**src/rtl/forward_neuron_pkg.sv**
```systemverilog
// Shared definitions for the forward neuron stage: FSM encoding, width helpers
// and the field offsets of the bias/weight bundle layout.
package forward_neuron_pkg;

    typedef enum logic [1:0] {
        IDLE = 2'd0,
        CALC = 2'd1,
        DONE = 2'd2
    } stateT;

    // Ceiling log2 used for counter and accumulator sizing (clog2(1) = 0).
    function automatic int clog2(input int v);
        int r;
        r = 0;
        for (int p = 1; p < v; p = p * 2) r++;
        return r;
    endfunction

    // Accumulator width: full product plus enough guard bits for NP terms and the bias.
    function automatic int accWidth(input int wf, input int np);
        return 2 * wf + clog2(np + 1);
    endfunction

    // Offset of b_j inside the WeightBias bundle.
    function automatic int wbBiasOffset(input int j, input int wf);
        return j * wf;
    endfunction

    // Offset of w_ij inside the WeightBias bundle (biases first, then rows of NC weights).
    function automatic int wbWeightOffset(input int i, input int j, input int nc, input int wf);
        return nc * wf + i * nc * wf + j * wf;
    endfunction

endpackage

```
**src/rtl/forward_neuron_if.sv**
```systemverilog
// Stream bundle for the forward neuron: activation in, bias/weight bundle in, result out.
interface forward_neuron_if #(
    parameter int NP = 3,
    parameter int NC = 2,
    parameter int WF = 8
);
    logic                      iValid_AS_State;
    logic                      oReady_AS_State;
    logic [NP*WF-1:0]          iData_AS_State;
    logic                      iValid_AS_WeightBias;
    logic                      oReady_AS_WeightBias;
    logic [NC*NP*WF+NC*WF-1:0] iData_AS_WeightBias;
    logic                      oValid_BM_State;
    logic                      iReady_BM_State;
    logic [NC*WF-1:0]          oData_BM_State;
    logic [NC-1:0]             oData_BM_Mask;

    // Neuron side
    modport slave (
        input  iValid_AS_State, iData_AS_State,
        input  iValid_AS_WeightBias, iData_AS_WeightBias,
        input  iReady_BM_State,
        output oReady_AS_State, oReady_AS_WeightBias,
        output oValid_BM_State, oData_BM_State, oData_BM_Mask
    );

    // Producer/consumer side
    modport master (
        output iValid_AS_State, iData_AS_State,
        output iValid_AS_WeightBias, iData_AS_WeightBias,
        output iReady_BM_State,
        input  oReady_AS_State, oReady_AS_WeightBias,
        input  oValid_BM_State, oData_BM_State, oData_BM_Mask
    );
endinterface

```
**src/rtl/forward_neuron_mac_lane.sv**
```systemverilog
// One output neuron: signed MAC accumulator plus rescale, ReLU and saturation.
module forward_neuron_mac_lane #(
    parameter int WF   = 8,
    parameter int FRAC = 4,
    parameter int WA   = 18
) (
    input  logic                 iCLK,
    input  logic                 iRST,
    input  logic                 iLoad,
    input  logic                 iEn,
    input  logic                 iLast,
    input  logic signed [WF-1:0] iBias,
    input  logic signed [WF-1:0] iX,
    input  logic signed [WF-1:0] iW,
    output logic        [WF-1:0] oY,
    output logic                 oMask
);
    localparam logic signed [WA-1:0] YMAX = {{(WA-WF+1){1'b0}}, {(WF-1){1'b1}}};

    logic signed [WA-1:0]   acc;
    logic signed [WA-1:0]   accNext;
    logic signed [WA-1:0]   accInit;
    logic signed [WA-1:0]   z;
    logic signed [2*WF-1:0] prod;
    logic        [WF-1:0]   yNext;
    logic                   maskNext;

    // Bias is aligned to the product's 2*FRAC fraction by shifting its own FRAC up.
    assign accInit = $signed({{(WA-WF){iBias[WF-1]}}, iBias}) <<< FRAC;
    assign prod    = iX * iW;
    assign accNext = acc + $signed({{(WA-2*WF){prod[2*WF-1]}}, prod});
    // The output is taken from the final sum so it can be registered on the last MAC edge.
    assign z       = accNext >>> FRAC;

    // ReLU with positive saturation; the mask marks a strictly positive pre-activation.
    always_comb begin
        maskNext = (z > 0);
        yNext    = '0;
        if (z > YMAX)   yNext = YMAX[WF-1:0];
        else if (z > 0) yNext = z[WF-1:0];
    end

    // Accumulator: bias preload on join, one term per CALC cycle.
    always_ff @(posedge iCLK or negedge iRST) begin
        if (!iRST)      acc <= '0;
        else if (iLoad) acc <= accInit;
        else if (iEn)   acc <= accNext;
    end

    // Result register, captured on the edge that enters DONE and held until the next one.
    always_ff @(posedge iCLK or negedge iRST) begin
        if (!iRST) begin
            oY    <= '0;
            oMask <= 1'b0;
        end else if (iEn && iLast) begin
            oY    <= yNext;
            oMask <= maskNext;
        end
    end
endmodule

```
**src/rtl/forward_neuron.sv**
```systemverilog
// Forward-pass neuron stage: joins activations with a bias/weight bundle, runs NC MAC
// lanes serially over NP inputs, and returns ReLU activations plus the derivative mask.
module forward_neuron
    import forward_neuron_pkg::*;
#(
    parameter int NP   = 3,
    parameter int NC   = 2,
    parameter int WF   = 8,
    parameter int FRAC = 4
) (
    input logic       iCLK,
    input logic       iRST,
    forward_neuron_if.slave bus
);
    localparam int WA = accWidth(WF, NP);
    localparam int KW = (NP > 1) ? clog2(NP) : 1;

    stateT                        state;
    stateT                        stateNext;
    logic [KW-1:0]                k;
    logic [NP-1:0][WF-1:0]        xReg;
    logic [NP-1:0][NC-1:0][WF-1:0] wReg;
    logic [NC-1:0][WF-1:0]        bias;
    logic [NC-1:0][WF-1:0]        yArr;
    logic [NC-1:0]                maskArr;
    logic                         joinFire;
    logic                         macEn;
    logic                         lastK;

    assign bias  = bus.iData_AS_WeightBias[NC*WF-1:0];
    assign lastK = (k == KW'(NP - 1));

    // State register.
    always_ff @(posedge iCLK or negedge iRST) begin
        if (!iRST) state <= IDLE;
        else       state <= stateNext;
    end

    // Next-state: join in IDLE, NP MAC cycles, hold result until accepted.
    always_comb begin
        stateNext = state;
        case (state)
            IDLE:    if (joinFire)            stateNext = CALC;
            CALC:    if (lastK)               stateNext = DONE;
            DONE:    if (bus.iReady_BM_State) stateNext = IDLE;
            default:                          stateNext = IDLE;
        endcase
    end

    // Outputs: each ready mirrors the opposite valid so both streams move together.
    always_comb begin
        bus.oReady_AS_State      = 1'b0;
        bus.oReady_AS_WeightBias = 1'b0;
        if (state == IDLE && iRST) begin
            bus.oReady_AS_State      = bus.iValid_AS_WeightBias;
            bus.oReady_AS_WeightBias = bus.iValid_AS_State;
        end
        joinFire            = (state == IDLE) && bus.iValid_AS_State && bus.iValid_AS_WeightBias;
        macEn               = (state == CALC);
        bus.oValid_BM_State = (state == DONE);
    end

    // Input index counter; restarts on every join.
    always_ff @(posedge iCLK or negedge iRST) begin
        if (!iRST)         k <= '0;
        else if (joinFire) k <= '0;
        else if (macEn)    k <= lastK ? '0 : k + 1'b1;
    end

    // Operand capture on join so upstream is free during CALC.
    always_ff @(posedge iCLK or negedge iRST) begin
        if (!iRST) begin
            xReg <= '0;
            wReg <= '0;
        end else if (joinFire) begin
            xReg <= bus.iData_AS_State;
            wReg <= bus.iData_AS_WeightBias[NC*NP*WF+NC*WF-1:NC*WF];
        end
    end

    for (genvar j = 0; j < NC; j++) begin : gLane
        forward_neuron_mac_lane #(
            .WF   (WF),
            .FRAC (FRAC),
            .WA   (WA)
        ) uLane (
            .iCLK  (iCLK),
            .iRST  (iRST),
            .iLoad (joinFire),
            .iEn   (macEn),
            .iLast (lastK),
            .iBias (bias[j]),
            .iX    (xReg[k]),
            .iW    (wReg[k][j]),
            .oY    (yArr[j]),
            .oMask (maskArr[j])
        );
    end

    assign bus.oData_BM_State = yArr;
    assign bus.oData_BM_Mask  = maskArr;
endmodule
```
**src/flat_wrapper.sv**
```systemverilog
// flat-port wrapper written by rule: the top's interface ports become plain ports
module forward_neuron_flat import forward_neuron_pkg::*;
#(
    parameter int NP   = 3,
    parameter int NC   = 2,
    parameter int WF   = 8,
    parameter int FRAC = 4
)
  (iCLK, iRST, bus_iValid_AS_State, bus_iData_AS_State, bus_iValid_AS_WeightBias, bus_iData_AS_WeightBias, bus_iReady_BM_State, bus_oReady_AS_State, bus_oReady_AS_WeightBias, bus_oValid_BM_State, bus_oData_BM_State, bus_oData_BM_Mask);
  forward_neuron_if #(.NP(NP), .NC(NC), .WF(WF)) bus_i ();
  input logic iCLK;
  input logic iRST;
  input wire logic [$bits(bus_i.iValid_AS_State)-1:0] bus_iValid_AS_State;
  input wire logic [$bits(bus_i.iData_AS_State)-1:0] bus_iData_AS_State;
  input wire logic [$bits(bus_i.iValid_AS_WeightBias)-1:0] bus_iValid_AS_WeightBias;
  input wire logic [$bits(bus_i.iData_AS_WeightBias)-1:0] bus_iData_AS_WeightBias;
  input wire logic [$bits(bus_i.iReady_BM_State)-1:0] bus_iReady_BM_State;
  output wire logic [$bits(bus_i.oReady_AS_State)-1:0] bus_oReady_AS_State;
  output wire logic [$bits(bus_i.oReady_AS_WeightBias)-1:0] bus_oReady_AS_WeightBias;
  output wire logic [$bits(bus_i.oValid_BM_State)-1:0] bus_oValid_BM_State;
  output wire logic [$bits(bus_i.oData_BM_State)-1:0] bus_oData_BM_State;
  output wire logic [$bits(bus_i.oData_BM_Mask)-1:0] bus_oData_BM_Mask;
  assign bus_i.iValid_AS_State = bus_iValid_AS_State;
  assign bus_i.iData_AS_State = bus_iData_AS_State;
  assign bus_i.iValid_AS_WeightBias = bus_iValid_AS_WeightBias;
  assign bus_i.iData_AS_WeightBias = bus_iData_AS_WeightBias;
  assign bus_i.iReady_BM_State = bus_iReady_BM_State;
  assign bus_oReady_AS_State = bus_i.oReady_AS_State;
  assign bus_oReady_AS_WeightBias = bus_i.oReady_AS_WeightBias;
  assign bus_oValid_BM_State = bus_i.oValid_BM_State;
  assign bus_oData_BM_State = bus_i.oData_BM_State;
  assign bus_oData_BM_Mask = bus_i.oData_BM_Mask;
  forward_neuron #(.NP(NP), .NC(NC), .WF(WF), .FRAC(FRAC)) u_core (.iCLK(iCLK), .iRST(iRST), .bus(bus_i));
endmodule
```
**config.mk**
```make
export PLATFORM = sky130hd
export DESIGN_NAME = forward_neuron_flat
export DESIGN_NICKNAME = d
export VERILOG_FILES = /design/src/rtl/forward_neuron_pkg.sv /design/src/rtl/forward_neuron_if.sv /design/src/rtl/forward_neuron_mac_lane.sv /design/src/rtl/forward_neuron.sv /design/src/flat_wrapper.sv
export SDC_FILE = /design/constraint.sdc
export NUM_CORES = 1
export LEC_CHECK = 0
export CELL_PAD_IN_SITES_DETAIL_PLACEMENT = 0
export CELL_PAD_IN_SITES_GLOBAL_PLACEMENT = 1
export CORE_MARGIN = 3
export CORE_UTILIZATION = 41
export DETAILED_ROUTE_END_ITERATION = 12
export PLACE_DENSITY_LB_ADDON = 0.1
export RECOVER_POWER = 50
export SLEW_MARGIN = 0
export SYNTH_ARGS = -nofsm -noshare
export SYNTH_HDL_FRONTEND = slang
export SYNTH_SLANG_ARGS = --single-unit
```
**constraint.sdc**
```tcl
create_clock -name iCLK -period 7.45 [get_ports iCLK]
set_input_delay 1.49 -clock iCLK [delete_from_list [all_inputs] [get_ports iCLK]]
set_output_delay 1.49 -clock iCLK [all_outputs]
set_load 0.05 [all_outputs]
```
==> flow_summary.json, run 1 <==
{
  "post_synth_instance_area_um2": 12100,
  "globalplace.congestion": 0.867,
  "remaining_design_rule_violation_count": 0,
  "failing_checks": "capacitance limit, slew limit",
  "yosys-top-cells-area": "sky130_fd_sc_hd__dfrtp_1 (27%), sky130_fd_sc_hd__fa_1 (26%), sky130_fd_sc_hd__nand2_1 (10%)",
  "drt.antenna.violating_nets": 0,
  "finalHoldViolations": 0,
  "net_count_final": 1780,
  "slew_headroom": -1.59,
  "worstReg2RegEnd": "u_core.gLane[1].uLane.oY[1]",
  "port_buffers": 113,
  "grt_antenna_before_repair": 1,
  "fmaxAchievable_mhz": 143,
  "dp_slack_ps": 187,
  "cts_setup_buffers": 0,
  "fin_setup_tns_ps": 0,
  "cts_buffers": 17,
  "min_from": "u_core.wReg[0]",
  "synthesis_to_layout_area_growth_pct": 18.1,
  "final_max_slew_viol_count": 69,
  "finalNonFillerCells": 1839,
  "leading_cell_type_in_the_layout_fill_and_taps_excluded": "sky130_fd_sc_hd__nand2_1",
  "layout_min_cycle_time_ps": 6970,
  "timing.final.crit_share": 0.936,
  "netlist-cell-type-count": 56,
  "r2r_setup_slk_ps": 480,
  "synthDominantCellAreaShare": 0.269,
  "post_drt_via_cell_ratio": 5.02,
  "finish.utilization": 0.494,
  "synth.ff_latch_count": 130,
  "setup.worst_path.end": "u_core.gLane[1].uLane.oY[1]",
  "worstPathArrival_ps": 7280,
  "worst-slew-pin-transition_ps": 3880,
  "grt_pass1_vias": 9778,
  "worst_setup_path_end_kind": "flop",
  "timing.max_cap.violations": 1,
  "fp.dieArea_um2": 31600,
  "vias": 9238,
  "avgRoutedWirePerCell_um": 17.9,
  "max_stage_delay_ps": 620,
  "crit_cells": 22,
  "timing.rr.start": "u_core.k[1]",
  "worst_ep_required_time_ps": 7760,
  "post_synth_inst_count": 1338,
  "drt_pass1_iterations": 5,
  "predominant_post_synthesis_flop_cell": "sky130_fd_sc_hd__dfrtp_1",
  "rsz0062_at_grt": "no",
  "insertion_delay_ps": 440,
  "crit_path_top_delay_cell": "sky130_fd_sc_hd__or4_1",
  "gr-usage-met1": 0.316,
  "status": "complete, but fails checks",
  "timing.critical_path.cells": "buf_4, mux2i_1, nor2_1, a21oi_1, nor2_1, buf_4, inv_1, fa_1, inv_1, fa_1, fa_1, fa_1, fa_1, ha_1, o21a_1, o31a_1, o21ai_2, nor2b_1, nor4b_1, o21ai_0, or4_1, o221a_1",
  "use_met2": 0.367,
  "critical-path-top-cell-by-count": "sky130_fd_sc_hd__fa_1",
  "largest_net_degree_at_the_start_of_global_routing": 85,
  "final_critical_path_setup_slack_ps": 479,
  "critical_path_start_end_classification": "flop to flop",
  "syn_area_per_cell_um2": 9.05,
  "cp_max_fo": 12,
  "floorplan.initialDensity": 0.418,
  "synth_largest_area_cell": "sky130_fd_sc_hd__dfrtp_1",
  "critPathTopFamily": "adder cells",
  "setup-violations-final": 0,
  "worstPathBufferInverterCount": 4,
  "seq_area_frac_synth": 0.269,
  "drt-total-wl_um": 33000,
  "worst_min_delay_path_category": "flop to flop",
  "top_usage_layer": "met2",
  "share_of_flip_flops_with_an_asynchronous_set_or_reset": 1.00,
  "cts_max_path_buffers": 2,
  "dpl.hpwl_um": 25000,
  "clock_sink_count": 130,
  "final_layout_size_suffix_gt1_frac": 0.0529,
  "ctsRootBufferMaster": "sky130_fd_sc_hd__clkbuf_16",
  "syn-num-nets": 1675,
  "grt_use_met3": 0.0334,
  "r2r.worst_path.cells": 22,
  "worst_clock_skew_ps": 12.4,
  "num_antenna_cells": 0,
  "ioPinCount": 114,
  "die-height_um": 178,
  "cts_tree": "done",
  "grt.overflow.total": 0,
  "crit_path_start": "u_core.k[1]",
  "detail_route.iter0.violations": 642,
  "die_x_um": 178,
  "clock_transition_at_the_registers_of_the_reported_paths_ps": 70,
  "grt_pass1_wl_um": 54000,
  "placedCellCount": 1808,
  "htree_levels": 4,
  "synthesis.yosys.warnings": 0,
  "core_box_area_um2": 28900,
  "row_count": 62,
  "cts.hold.buffers_added": 0,
  "kind_of_start_point_of_the_critical_path": "flop",
  "synth_edf_count": 0,
  "most-common-layout-cells": "sky130_fd_sc_hd__nand2_1 (323), sky130_fd_sc_hd__inv_1 (183), sky130_fd_sc_hd__fa_1 (160), sky130_fd_sc_hd__dfrtp_1 (129), sky130_fd_sc_hd__nor2_1 (125)",
  "groute.usage.overall": 0.224
}
[timing repair]
item                                    CTS  global route
resized for setup                         0             5
endpoints found under the hold margin     0             0
endpoints found under the setup margin    0            12
[tightest hold or removal path: cells and delay by family (launching register included)]
kind             cells  cell delay, ps
flip-flops           1             340
AND/OR/NAND/NOR      2             100
[metal layers]
metal,share of wire,up-vias
met5,0,-
met4,0.011,0
li1,-,4412
met1,0.48,4626
met2,0.47,180
met3,0.041,20
[synth_stat cells, drive strengths merged (13+ instances only)]
| master | n |
|---|---|
| nand2 | 323 |
| inv | 183 |
| fa | 160 |
| dfrtp | 130 |
| nor2 | 125 |
| ha | 84 |
| a21oi | 41 |
| clkbuf | 40 |
| o21ai | 40 |
| mux2i | 26 |
| xnor2 | 23 |
| a21o | 17 |
| a22oi | 15 |
| buf | 13 |
| xor2 | 13 |
[final cells by class]
class,instances,area [um2]
clock buffers,17,425
fillers,2787,14600
flip-flops and latches,130,3250
multi-input cells,972,7990
well taps,384,480
repair buffers,139,1320
clock inverters,14,145
inverters,183,687
[state kept, by name (all words and copies together), names as in the netlist]
signal	flops
u_core.xReg	24
u_core.wReg	48
u_core.k	2
u_core.gLane.uLane.oMask	2
u_core.gLane.uLane.oY	16
u_core.state	2
u_core.gLane.uLane.acc	36
[metrics by stage]
step / cell area [um2] / hold WS, ps
floorplan: 12100 / 445
global placement: 13700 / 459
detailed placement: 13700 / 462
CTS: 14300 / 479
global route: 14300 / 493
finish: 14300 / 476
[how the worst min path moves through the flow]
| stage | to | slack, ps | cells past startpoint |
|---|---|---|---|
| after floorplan | u_core.wReg[0] | 440 | 2 |
| after detailed placement | u_core.xReg[2] | 460 | 2 |
| after global placement | u_core.wReg[22] | 460 | 2 |
| final | u_core.wReg[0] | 480 | 2 |
| after CTS | u_core.xReg[3] | 480 | 2 |
| after global routing | u_core.wReg[44] | 490 | 2 |
[cells by family (layout without fill, tap and decap cells)]
logic type,Yosys count,in the layout,share of synthesized area
adders and majority gates,244,244,0.351
and+or+nand+nor,506,506,0.169
AOI/OAI and AO/OA,160,160,0.0891
DFF,130,130,0.269
xor gates and xnor gates,36,36,0.0260
buffers and inverters,236,353,0.0741
muxes,26,26,0.0215
Power of run 1 is not shown: default switching activity piles up to over one toggle a cycle in this logic, so the estimate is an artifact.
==> inputs of run 2 (changes only) <==
Settings changed: TNS_END_PERCENT set to 30.
==> results of run 2 <==
Same layout as run 1: the final DEF is identical, and so are final timing and power.
Power of run 2 is left out for the same reason.
==> inputs of run 3 (changes only) <==
Settings changed: PLACE_DENSITY set to 0.79, PLACE_DENSITY_LB_ADDON 0.1 to unset.
==> flow_summary.json, run 3 (same netlist as run 1, synthesis figures left out) <==
{
  "drt-total-wl_um": 31600,
  "ctsRootBufferMaster": "sky130_fd_sc_hd__clkbuf_16",
  "core_box_area_um2": 28900,
  "cts_buffers": 17,
  "avgRoutedWirePerCell_um": 17.1,
  "setup-violations-final": 0,
  "timing.max_cap.violations": 4,
  "dpl.hpwl_um": 24000,
  "htree_levels": 4,
  "worst_setup_path_end_kind": "flop",
  "grt_pass1_wl_um": 52600,
  "worstPathArrival_ps": 7120,
  "ioPinCount": 114,
  "groute.usage.overall": 0.214,
  "slew_headroom": -1.63,
  "rsz0062_at_grt": "no",
  "die_x_um": 178,
  "finalNonFillerCells": 1844,
  "grt.overflow.total": 0,
  "net_count_final": 1783,
  "kind_of_start_point_of_the_critical_path": "flop",
  "cp_max_fo": 21,
  "most-common-layout-cells": "sky130_fd_sc_hd__nand2_1 (323), sky130_fd_sc_hd__inv_1 (183), sky130_fd_sc_hd__fa_1 (160), sky130_fd_sc_hd__dfrtp_1 (130), sky130_fd_sc_hd__nor2_1 (125)",
  "worst-slew-pin-transition_ps": 3950,
  "cts_repair_resize_count": 0,
  "finalHoldViolations": 0,
  "cts.hold.buffers_added": 0,
  "final_layout_size_suffix_gt1_frac": 0.0514,
  "insertion_delay_ps": 440,
  "vias": 9243,
  "final_max_slew_viol_count": 223,
  "timing.final.crit_share": 0.912,
  "row_count": 62,
  "worst_ep_required_time_ps": 7770,
  "worst_clock_skew_ps": 11.8,
  "fp.dieArea_um2": 31600,
  "status": "complete, but fails checks",
  "grt_pass1_vias": 9975,
  "drt.antenna.violating_nets": 0,
  "clock_transition_at_the_registers_of_the_reported_paths_ps": 70,
  "drt_pass1_iterations": 5,
  "die-height_um": 178,
  "fin_setup_tns_ps": 0,
  "cts_tree": "done",
  "layout_top_registers": "u_core.wReg x48, u_core.gLane.uLane.acc x36, u_core.xReg x24",
  "largest_register_ffs": 48,
  "placedCellCount": 1811,
  "fmaxAchievable_mhz": 147,
  "globalplace.congestion": 0.900,
  "floorplan.initialDensity": 0.418,
  "port_buffers": 113,
  "worst_min_delay_path_category": "flop to flop",
  "layout_min_cycle_time_ps": 6800,
  "finish.utilization": 0.496,
  "leading_cell_type_in_the_layout_fill_and_taps_excluded": "sky130_fd_sc_hd__nand2_1",
  "clock_sink_count": 130,
  "critical_path_start_end_classification": "flop to flop",
  "max_flop_register": "u_core.wReg",
  "cts_max_path_buffers": 2,
  "cts_setup_buffers": 0,
  "synthesis_to_layout_area_growth_pct": 18.6,
  "failing_checks": "capacitance limit, slew limit",
  "post_drt_via_cell_ratio": 5.01,
  "detail_route.iter0.violations": 408,
  "remaining_design_rule_violation_count": 0,
  "fill_cells": 2711,
  "largest_net_degree_at_the_start_of_global_routing": 91,
  "grt_antenna_before_repair": 0
}
run 3: cell types whose count changed in the layout (fill, tap and decap cells not counted), moves of 2 or more:
cell / delta
sky130_fd_sc_hd__clkinvlp_4: -5
sky130_fd_sc_hd__inv_8: +4
sky130_fd_sc_hd__clkbuf_1: +3
sky130_fd_sc_hd__and2_2: -2
sky130_fd_sc_hd__clkinv_8: +2
run 3: stage by stage:
stage	setup WS, ps	instance area [um2]	hold slack [ps]
finish	653	14400	477
global route	190	14400	496
CTS	645	14400	480
detailed placement	697	13700	462
global placement	809	13700	459
floorplan	278	12100	445
run 3: final timing paths:
kind	from	to	slack (ps)	cells past startpoint
worst max-delay path	u_core.k[1]	u_core.gLane[1].uLane.oY[3]	650	20
min in group asynchronous	iRST	u_core.wReg[7]	1710	1
worst min register to register	u_core.wReg[10]	u_core.wReg[10]	480	2
worst min-delay path	u_core.wReg[10]	u_core.wReg[10]	480	2
worst max register to register	u_core.k[1]	u_core.gLane[1].uLane.oY[3]	650	20
max in group asynchronous	iRST	u_core.wReg[23]	2250	2
run 3: worst max-delay path: stages, from the launching register on:
cell,delay (ps)
sky130_fd_sc_hd__dfrtp_1,410
sky130_fd_sc_hd__nor2b_2,260
sky130_fd_sc_hd__buf_4,300
sky130_fd_sc_hd__nand2_1,80
sky130_fd_sc_hd__o21ai_1,330
sky130_fd_sc_hd__and2_1,590
sky130_fd_sc_hd__fa_1,540
sky130_fd_sc_hd__fa_1,520
sky130_fd_sc_hd__inv_1,50
sky130_fd_sc_hd__fa_1,470
sky130_fd_sc_hd__inv_1,50
sky130_fd_sc_hd__fa_1,470
sky130_fd_sc_hd__ha_1,300
sky130_fd_sc_hd__ha_1,240
sky130_fd_sc_hd__or3_4,420
sky130_fd_sc_hd__o21ai_2,160
sky130_fd_sc_hd__nor2b_1,250
sky130_fd_sc_hd__nor4b_1,240
sky130_fd_sc_hd__o21ai_0,120
sky130_fd_sc_hd__or4_1,570
sky130_fd_sc_hd__o221a_2,290
run 3: cell type report:
cell class / instances / area (um2) / area share
inverters: 183 / 687 / 0.0478
repair buffers: 142 / 1330 / 0.0927
clock inverters: 15 / 206 / 0.0144
diodes: 1 / 2.50 / 0.000174
flip-flops and latches: 130 / 3250 / 0.227
multi-input cells: 972 / 7970 / 0.555
clock buffers: 17 / 425 / 0.0296
well taps: 384 / 480 / 0.0335
run 3: layer usage:
| metal | wire (um) | global-route usage |
|---|---|---|
| met1 | 14300 | 0.289 |
| met2 | 15600 | 0.362 |
| met3 | 1350 | 0.0340 |
| met4 | 430 | 0.0520 |
| met5 | 0 | 0 |
Power of run 3 is left out for the same reason.
